===== config.mk =====
export PLATFORM = sky130hd
export DESIGN_NAME = bram_stimulus_gen_flat
export DESIGN_NICKNAME = d
export VERILOG_FILES = /design/src/rtl/bram_stimulus_gen_if.sv /design/src/rtl/bram_stimulus_gen.sv /design/src/flat_wrapper.sv
export SDC_FILE = /design/constraint.sdc
export NUM_CORES = 1
export LEC_CHECK = 0
export BUFFER_PORTS_ARGS = -buffer_cell sky130_fd_sc_hd__buf_2
export CORE_ASPECT_RATIO = 1.25
export CORE_MARGIN = 3
export CORE_UTILIZATION = 45
export DETAILED_ROUTE_END_ITERATION = 8
export PLACE_DENSITY_LB_ADDON = 0.05
export SYNTH_ARGS = -nofsm -noshare
export SYNTH_HDL_FRONTEND = slang
export SYNTH_SLANG_ARGS = --single-unit
export TNS_END_PERCENT = 100

===== constraint.sdc =====
create_clock -name clk -period 4.84 [get_ports clk]
set_input_delay 0.484 -clock clk [delete_from_list [all_inputs] [get_ports clk]]
set_output_delay 0.484 -clock clk [all_outputs]
set_load 0.1 [all_outputs]

===== src/rtl/bram_stimulus_gen_if.sv =====
// Bundles the run-control inputs and the generated BRAM-port/status outputs
// of the stimulus generator. master = generator side, slave = consumer side.
interface bram_stimulus_gen_if #(
    parameter int AWIDTH    = 10,
    parameter int DWIDTH    = 64,
    parameter int WEWIDTH   = 4,
    parameter int LEN_WIDTH = 16
);
    logic                 start;
    logic [1:0]           mode;
    logic [AWIDTH-1:0]    base_addr;
    logic [LEN_WIDTH-1:0] len;
    logic                 stall;

    logic [AWIDTH-1:0]    bram_addr_ext;
    logic [DWIDTH-1:0]    bram_wdata_ext;
    logic [WEWIDTH-1:0]   bram_we_ext;
    logic                 op_valid;
    logic                 busy;
    logic                 done;
    logic                 err;
    logic [LEN_WIDTH:0]   op_count;

    modport master (
        input  start, mode, base_addr, len, stall,
        output bram_addr_ext, bram_wdata_ext, bram_we_ext,
        output op_valid, busy, done, err, op_count
    );

    modport slave (
        output start, mode, base_addr, len, stall,
        input  bram_addr_ext, bram_wdata_ext, bram_we_ext,
        input  op_valid, busy, done, err, op_count
    );
endinterface


===== src/rtl/bram_stimulus_gen.sv =====
// Mode-programmable pseudo-random BRAM stimulus generator.
//
// state | meaning
// IDLE  | waiting for start; outputs hold, no op
// WR    | phase 1 ops (RANDOM writes, SWEEP writes, READ reads)
// RD    | SWEEP phase 2 reads over the same address range
// FIN   | completion; done pulses for one cycle, then IDLE.
//       | Entered straight from IDLE (len=0 / reserved mode) with done=0,
//       | which spends one busy cycle before the done pulse.
//
// Every output is a register. The LFSRs always hold the value of the op on
// display, so the next op is built from the post-advance LFSR values.
module bram_stimulus_gen #(
    parameter int          AWIDTH    = 10,
    parameter int          DWIDTH    = 64,
    parameter int          WEWIDTH   = 4,
    parameter int          LEN_WIDTH = 16,
    parameter logic [31:0] SEED      = 32'h1
) (
    input logic                 clk,
    input logic                 resetn,
    bram_stimulus_gen_if.master bus
);
    localparam int          NW   = (DWIDTH + 31) / 32;
    localparam logic [31:0] POLY = 32'h80200003;
    localparam logic [1:0]  M_RANDOM = 2'd0;
    localparam logic [1:0]  M_SWEEP  = 2'd1;
    localparam logic [1:0]  M_RSVD   = 2'd3;

    typedef enum logic [1:0] {S_IDLE, S_WR, S_RD, S_FIN} state_t;

    function automatic logic [31:0] lfsr_step(input logic [31:0] s);
        return (s >> 1) ^ (s[0] ? POLY : 32'h0);
    endfunction

    function automatic logic [31:0] nonzero(input logic [31:0] s);
        return (s == 32'h0) ? 32'h1 : s;
    endfunction

    function automatic logic [31:0] data_seed(input int k);
        return nonzero(SEED ^ (32'h9E3779B9 * 32'(k + 1)));
    endfunction

    state_t                   state;
    logic [1:0]               mode_q;
    logic [AWIDTH-1:0]        base_q;
    logic [LEN_WIDTH-1:0]     len_q;
    logic [LEN_WIDTH-1:0]     idx;
    logic [31:0]              addr_lfsr;
    logic [31:0]              we_lfsr;
    logic [NW-1:0][31:0]      data_lfsr;

    logic [AWIDTH-1:0]        addr_q;
    logic [DWIDTH-1:0]        wdata_q;
    logic [WEWIDTH-1:0]       we_q;
    logic                     op_valid_q;
    logic                     busy_q;
    logic                     done_q;
    logic                     err_q;
    logic [LEN_WIDTH:0]       op_count_q;

    logic                     accept;
    logic                     last;
    logic [31:0]              addr_lfsr_nxt;
    logic [31:0]              we_lfsr_nxt;
    logic [NW-1:0][31:0]      data_lfsr_nxt;
    logic [NW*32-1:0]         data_flat;
    logic [1:0]               nop_mode;
    logic                     nop_rd;
    logic [AWIDTH-1:0]        nop_base;
    logic [LEN_WIDTH-1:0]     nop_idx;
    logic [AWIDTH-1:0]        nop_addr;
    logic [WEWIDTH-1:0]       nop_we;
    logic [DWIDTH-1:0]        nop_wdata;

    // LFSR advance on acceptance and description of the op to show next
    always_comb begin
        accept = op_valid_q & ~bus.stall;
        last   = (idx + LEN_WIDTH'(1)) == len_q;

        addr_lfsr_nxt = addr_lfsr;
        we_lfsr_nxt   = we_lfsr;
        data_lfsr_nxt = data_lfsr;
        if (accept && state == S_WR && mode_q == M_RANDOM) begin
            addr_lfsr_nxt = lfsr_step(addr_lfsr);
            we_lfsr_nxt   = lfsr_step(we_lfsr);
        end
        if (accept && state == S_WR && (mode_q == M_RANDOM || mode_q == M_SWEEP)) begin
            for (int k = 0; k < NW; k++) begin
                data_lfsr_nxt[k] = lfsr_step(data_lfsr[k]);
            end
        end
        data_flat = data_lfsr_nxt;

        if (state == S_IDLE) begin
            nop_mode = bus.mode;
            nop_base = bus.base_addr;
            nop_rd   = 1'b0;
            nop_idx  = '0;
        end else begin
            nop_mode = mode_q;
            nop_base = base_q;
            nop_rd   = (state == S_RD) || last;
            nop_idx  = last ? '0 : idx + LEN_WIDTH'(1);
        end

        nop_addr  = nop_base + AWIDTH'(nop_idx);
        nop_we    = '0;
        nop_wdata = '0;
        if (!nop_rd && nop_mode == M_RANDOM) begin
            nop_addr  = addr_lfsr_nxt[AWIDTH-1:0];
            nop_we    = we_lfsr_nxt[WEWIDTH-1:0];
            nop_wdata = data_flat[DWIDTH-1:0];
        end else if (!nop_rd && nop_mode == M_SWEEP) begin
            nop_we    = '1;
            nop_wdata = data_flat[DWIDTH-1:0];
        end
    end

    // Sequencing FSM, LFSR state and registered outputs
    always_ff @(posedge clk or negedge resetn) begin
        if (!resetn) begin
            state      <= S_IDLE;
            mode_q     <= 2'd0;
            base_q     <= '0;
            len_q      <= '0;
            idx        <= '0;
            addr_lfsr  <= nonzero(SEED);
            we_lfsr    <= nonzero(~SEED);
            for (int k = 0; k < NW; k++) begin
                data_lfsr[k] <= data_seed(k);
            end
            addr_q     <= '0;
            wdata_q    <= '0;
            we_q       <= '0;
            op_valid_q <= 1'b0;
            busy_q     <= 1'b0;
            done_q     <= 1'b0;
            err_q      <= 1'b0;
            op_count_q <= '0;
        end else begin
            addr_lfsr <= addr_lfsr_nxt;
            we_lfsr   <= we_lfsr_nxt;
            data_lfsr <= data_lfsr_nxt;
            if (accept && op_count_q != '1) begin
                op_count_q <= op_count_q + 1'b1;
            end
            case (state)
                S_IDLE: begin
                    done_q <= 1'b0;
                    if (bus.start) begin
                        mode_q     <= bus.mode;
                        base_q     <= bus.base_addr;
                        len_q      <= bus.len;
                        idx        <= '0;
                        op_count_q <= '0;
                        busy_q     <= 1'b1;
                        err_q      <= (bus.mode == M_RSVD);
                        if (bus.mode == M_RSVD || bus.len == '0) begin
                            state <= S_FIN;
                        end else begin
                            state      <= S_WR;
                            op_valid_q <= 1'b1;
                            addr_q     <= nop_addr;
                            we_q       <= nop_we;
                            wdata_q    <= nop_wdata;
                        end
                    end
                end
                S_WR, S_RD: begin
                    if (accept) begin
                        if (last && !(state == S_WR && mode_q == M_SWEEP)) begin
                            state      <= S_FIN;
                            op_valid_q <= 1'b0;
                            we_q       <= '0;
                            busy_q     <= 1'b0;
                            done_q     <= 1'b1;
                        end else begin
                            if (last) begin
                                state <= S_RD;
                            end
                            idx     <= nop_idx;
                            addr_q  <= nop_addr;
                            we_q    <= nop_we;
                            wdata_q <= nop_wdata;
                        end
                    end
                end
                default: begin
                    if (done_q) begin
                        done_q <= 1'b0;
                        state  <= S_IDLE;
                    end else begin
                        done_q <= 1'b1;
                        busy_q <= 1'b0;
                    end
                end
            endcase
        end
    end

    assign bus.bram_addr_ext  = addr_q;
    assign bus.bram_wdata_ext = wdata_q;
    assign bus.bram_we_ext    = we_q;
    assign bus.op_valid       = op_valid_q;
    assign bus.busy           = busy_q;
    assign bus.done           = done_q;
    assign bus.err            = err_q;
    assign bus.op_count       = op_count_q;
endmodule


===== src/flat_wrapper.sv =====
// flat-port wrapper written by rule: the top's interface ports become plain ports
module bram_stimulus_gen_flat 
#(
    parameter int          AWIDTH    = 10,
    parameter int          DWIDTH    = 64,
    parameter int          WEWIDTH   = 4,
    parameter int          LEN_WIDTH = 16,
    parameter logic [31:0] SEED      = 32'h1
)
  (clk, resetn, bus_start, bus_mode, bus_base_addr, bus_len, bus_stall, bus_bram_addr_ext, bus_bram_wdata_ext, bus_bram_we_ext, bus_op_valid, bus_busy, bus_done, bus_err, bus_op_count);
  bram_stimulus_gen_if #(.AWIDTH(AWIDTH), .DWIDTH(DWIDTH), .WEWIDTH(WEWIDTH), .LEN_WIDTH(LEN_WIDTH)) bus_i ();
  input logic clk;
  input logic resetn;
  input wire logic [$bits(bus_i.start)-1:0] bus_start;
  input wire logic [$bits(bus_i.mode)-1:0] bus_mode;
  input wire logic [$bits(bus_i.base_addr)-1:0] bus_base_addr;
  input wire logic [$bits(bus_i.len)-1:0] bus_len;
  input wire logic [$bits(bus_i.stall)-1:0] bus_stall;
  output wire logic [$bits(bus_i.bram_addr_ext)-1:0] bus_bram_addr_ext;
  output wire logic [$bits(bus_i.bram_wdata_ext)-1:0] bus_bram_wdata_ext;
  output wire logic [$bits(bus_i.bram_we_ext)-1:0] bus_bram_we_ext;
  output wire logic [$bits(bus_i.op_valid)-1:0] bus_op_valid;
  output wire logic [$bits(bus_i.busy)-1:0] bus_busy;
  output wire logic [$bits(bus_i.done)-1:0] bus_done;
  output wire logic [$bits(bus_i.err)-1:0] bus_err;
  output wire logic [$bits(bus_i.op_count)-1:0] bus_op_count;
  assign bus_i.start = bus_start;
  assign bus_i.mode = bus_mode;
  assign bus_i.base_addr = bus_base_addr;
  assign bus_i.len = bus_len;
  assign bus_i.stall = bus_stall;
  assign bus_bram_addr_ext = bus_i.bram_addr_ext;
  assign bus_bram_wdata_ext = bus_i.bram_wdata_ext;
  assign bus_bram_we_ext = bus_i.bram_we_ext;
  assign bus_op_valid = bus_i.op_valid;
  assign bus_busy = bus_i.busy;
  assign bus_done = bus_i.done;
  assign bus_err = bus_i.err;
  assign bus_op_count = bus_i.op_count;
  bram_stimulus_gen #(.AWIDTH(AWIDTH), .DWIDTH(DWIDTH), .WEWIDTH(WEWIDTH), .LEN_WIDTH(LEN_WIDTH), .SEED(SEED)) u_core (.clk(clk), .resetn(resetn), .bus(bus_i));
endmodule

* After elaboration in Yosys (flattened, before gate mapping)
Cells that the tools add are included.
Storage, ports and cells: bits in read-only memories 0, bits of input ports 32, latch bits 0, memories 0, output and inout bits 99, logic and storage cells 128, memory bits (writable) 0, bits in registers 273
Cells by class: equal/unequal tests 14, bitwise logic cells 6, div/mod/pow operators 0, multipliers 0, add/sub/neg operators 3, magnitude comparators 0, reductions and logical operators 28, mux-type cells 58, shift-type cells 0
Operator list (count):
- 64-bit two-way mux | 7
- 32-bit two-way mux | 4
- 64-bit case mux with 2 select lines | 1
- 31-bit by 32-bit XOR with 32-bit output | 4
- 16-bit two-way mux | 5
- 10-bit two-way mux | 7
- 17-bit two-way mux | 3
- 16-bit case mux with 2 select lines | 1
- 4-bit two-way mux | 7
- 10-bit case mux with 2 select lines | 1
- 17-bit by 1-bit adder with 17-bit output, second input constant | 1
- 17-bit inequality test, second input constant | 1
- 16-bit by 1-bit adder with 16-bit output, second input constant | 1
- 16-bit == test | 1
- 16-bit logical NOT | 1
- 4-bit AND reduction | 4
- 2-bit two-way mux | 7
- 10-bit adder | 1
- 1-bit two-way mux | 10
- 5-bit AND reduction | 2
- 1-bit logical AND | 8
- 4-bit case mux with 2 select lines | 1
- 2-bit by 1-bit == test with 1-bit output, second input constant | 3
- 2-bit logical NOT | 3
- 15 further kinds | 25

* Depth between registers and ports, before layout
depth in word-level cells 11, depth in mapped cells 20

* Least setup slack after synthesis
OpenSTA, ideal clock, no wires.
path type register -> register, start point register u_core.idx[1], end point register u_core.addr_q[8], in the netlist u_core.bus.bram_addr_ext[8], buffers on the path 1, path slack 0.431 ns, setup time 0.083 ns, required time 4.757 ns, arrival 4.327 ns, cell stages (with the launch flop) 20, clock period less this slack 4.409 ns, cells stage by stage dfrtp_1 > ha_1 > nand4_4 > or4_1 > or3b_1 > o31ai_4 > a41o_1 > clkbuf_1 > nor2_1 > ha_1 > fa_1 > a21o_1 > a21oi_1 > o21bai_1 > a21oi_1 > o21bai_1 > a21oi_1 > xnor2_1 > mux2i_1 > o21ai_0
On the way: longest elaborated chain between the ends 10, elaborated cells between the ends (all ways) 18
RTL lines:
- start: declaration | line bram_stimulus_gen.sv:48 | logic [LEN_WIDTH-1:0] idx;
- start signal: assignment | line bram_stimulus_gen.sv:182 | idx <= nop_idx;
- 16-bit by 1-bit adder with 16-bit output * | line bram_stimulus_gen.sv:79, bram_stimulus_gen.sv:104
- branches (longest 9 deep; another with 10-bit adder)
- end signal: assignment | line bram_stimulus_gen.sv:164 | addr_q <= nop_addr;
- end signal: assignment | line bram_stimulus_gen.sv:183 | addr_q <= nop_addr;
- end: declaration | line bram_stimulus_gen.sv:53 | logic [AWIDTH-1:0] addr_q;
Every way passes the cells marked *. The select of a mux whose other input is x is not followed. A chain may end at the register's enable or synchronous reset.

* Worst setup path after layout
start point register u_core.idx[0], end point register u_core.addr_q[8], in the netlist u_core.bus.bram_addr_ext[8]
The elaborated chain is that of the path after synthesis.

==> results.json <==
{
  "status": "completed",
  "num_antenna_cells": 0,
  "synth_fp_nets": 1098,
  "final_util_pct": 53.2,
  "syn-cell-area_um2": 12300,
  "dr.pass1.iters": 4,
  "netlist_instances": 1050,
  "rows": 67,
  "die_area_um2": 29400,
  "min_period_ns": 4.45,
  "final-hold-violation-count": 0,
  "worst_ep_required_time_ns": 5.30,
  "synth_area_per_cell_um2": 11.7,
  "grt_max_degree": 104,
  "leakage_nw": 6.81,
  "async_reset_ff_share_pct": 100,
  "fmax_ghz": 0.225,
  "crit_type": "reg2reg",
  "yosysSeqAreaShare_pct": 56.2,
  "hp-class": "in2reg",
  "num_io_pins": 131,
  "post_synth_num_cell_types": 68,
  "post-route-period-util_pct": 91.9,
  "synth.area.mux_share_pct": 12.1,
  "ant_nets": 0,
  "drive_gt1_share_pct": 35.1,
  "clk_pin_slew_ns": 0.06,
  "routabilityCongestion": 0.848,
  "clockRootBuffer": "clkbuf_16",
  "area_delta_synth_final_pct": 16.3,
  "endpoint_kind": "flop",
  "p_per_area_nw_per_um2": 643,
  "vias": 8322,
  "cts_tree": "built",
  "post_drt_via_cell_ratio": 5.41,
  "slew_violations": 0,
  "synth_top_family_by_area": "multiplexers",
  "dp_hpwl_mm": 18.5,
  "worstSkewPairLatency_ns": 0.55,
  "setup_violations": 0,
  "ir_drop_mv": 0.434,
  "relSlewSlack_pct": 21.4,
  "ys_warn_count": 0,
  "crit_fanout": 8,
  "core_area_um2": 26900,
  "avgRoutedWirePerCell_um": 18.0,
  "grtUsageTotal_pct": 18.7,
  "io_buffers": 130,
  "synth-edff-count": 0,
  "final_common_cell": "dfrtp_1",
  "cts.sinks": 273,
  "drt-total-wl_mm": 27.7,
  "grt_overflow_total": 0,
  "synthAdderAreaFrac_pct": 1.69,
  "chipWidth_um": 154,
  "ys.flop_type": "dfrtp_1",
  "ctsHtreeMaxLevel": 1,
  "clock_skew_ns": 0.0114,
  "drv_cap": 0,
  "layout.cells.most_common_list": "201 x dfrtp_1, 136 x nand2_1, 129 x buf_2, 127 x mux2_2, 71 x dfstp_2",
  "start_util_pct": 45.8,
  "start_kind": "flop",
  "antenna_found_initial": 0,
  "clk_path_buf_depth": 3,
  "cts_made_buffers": 29,
  "synthXorXnorAreaFrac_pct": 3.82,
  "power_mw": 9.21,
  "cp.arrival_ns": 4.90,
  "worstMarginPinSlew_ns": 1.18,
  "grt_pass1_vias": 8575,
  "synth_compound_area_share_pct": 11.4,
  "fin_nets": 1218,
  "setup_tns_ns": 0,
  "rsz0062_at_grt": "no",
  "die_h_um": 191,
  "nFillCells": 2431,
  "synth-seq-cells": 273,
  "drc": 0,
  "yosys.area_share.simple_pct": 11.9,
  "grt_pass1_wl_mm": 45.6,
  "drtIter0Drc": 350
}
## layer usage
| metal | vias up | share of wire (%) | GRT usage [%] |
|---|---|---|---|
| met4 | 0 | 2.9 | 5.78 |
| li1 | 3969 | - | - |
| met2 | 165 | 48 | 31.0 |
| met1 | 4145 | 43 | 24.7 |
| met5 | - | 0 | 0 |
| met3 | 43 | 5.9 | 4.08 |
## cell families (layout without fill, tap and decap cells)
logic type	count (synthesis)	after routing
xor+xnor	52	52
buf+inv	79	222
mux	133	133
simple gates	299	299
compound gates	198	198
flops	273	273
fa+ha+maj	16	16
## final cells by class
class | count | area (um2) | share of cell area [%]
Timing Repair Buffer | 153 | 861 | 6.01
Inverter | 15 | 56.3 | 0.393
Multi-Input combinational cell | 698 | 5080 | 35.5
Sequential cell | 273 | 6920 | 48.3
Clock inverter | 12 | 97.6 | 0.681
Tap cell | 345 | 432 | 3.01
Clock buffer | 42 | 877 | 6.12
## state kept, by name, summed over array words and instances (netlist names), 2 cells and up
name,flops
u_core.data_lfsr,64
u_core.state,2
u_core.bus.bram_wdata_ext,64
u_core.addr_lfsr,32
u_core.we_lfsr,32
u_core.base_q,10
u_core.mode_q,2
u_core.bus.op_count,17
u_core.bus.bram_we_ext,4
u_core.len_q,16
u_core.bus.bram_addr_ext,10
u_core.idx,16
## synth_stat cells, drive strengths merged (12+ instances only)
cell	n	area share [%]
buf	25	1.2
nand2	136	4.1
nand3	16	0.65
xor2	15	1.1
inv	15	0.46
dfrtp	202	41
a22o	66	4.7
xnor2	36	2.6
nor2	62	1.9
o21ai	48	2.0
a21oi	36	1.5
ha	15	1.5
nor2b	12	0.61
mux2	127	12
clkbuf	39	1.2
dfstp	71	15
## metrics by stage
step	cells	worst slack, ns	area (um2)	hold slack [ns]
2_1_floorplan	1050	0.431	12300	0.188
3_3_place_gp	1483	0.347	13300	0.450
3_5_place_dp	1483	0.301	13300	0.457
4_1_cts	1538	0.263	14300	0.115
5_1_grt	1538	0.0133	14300	0.119
6_report	1538	0.394	14300	0.142
## power breakdown
| part | internal (mW) | switching, mW | leakage (nW) |
|---|---|---|---|
| clock | 1.31 | 0.903 | 0.490 |
| combinational | 1.09 | 2.70 | 2.88 |
| sequential | 2.86 | 0.344 | 3.44 |
| total | 5.26 | 3.94 | 6.81 |
## worst max-delay path, stage by stage (launching register included)
cell and delay (ns):
dfrtp_1 0.41, buf_4 0.17, and4_2 0.38, nand4_1 0.27, or4_1 0.60, nand3_1 0.21, a41o_1 0.27, nor2_1 0.06
ha_1 0.22, fa_1 0.41, a21o_1 0.19, a21oi_1 0.23, o21bai_1 0.09, a21oi_1 0.22, o21bai_1 0.09, a21oi_1 0.17
xnor2_1 0.13, mux2i_1 0.08, o21ai_0 0.16
## worst paths after layout
path | slack [ns] | endpoint | startpoint | cells after the start
worst max register to register | 0.39 | u_core.bus.bram_addr_ext[8]$_DFFE_PN0P_ | u_core.idx[0]$_DFFE_PN0P_ | 18
max in group asynchronous | 3.27 | u_core.addr_lfsr[26]$_DFFE_PN0P_ | resetn | 3
worst min-delay path | 0.14 | u_core.base_q[5]$_DFFE_PN0P_ | bus_base_addr[5] | 3
min in group asynchronous | 0.45 | u_core.len_q[4]$_DFFE_PN0P_ | resetn | 2
worst max-delay path | 0.39 | u_core.bus.bram_addr_ext[8]$_DFFE_PN0P_ | u_core.idx[0]$_DFFE_PN0P_ | 18
worst min register to register | 0.47 | u_core.base_q[0]$_DFFE_PN0P_ | u_core.base_q[0]$_DFFE_PN0P_ | 2
## repair_timing
| item | 4_1_cts | 5_1_grt |
|---|---|---|
| buffers inserted | 0 | 0 |
| hold buffers | 1 | 0 |
| resized for setup | 0 | 4 |
| hold endpoints to repair | 51 | 0 |
| setup endpoints to repair | 0 | 2 |
(Power assumes the default switching activity.)
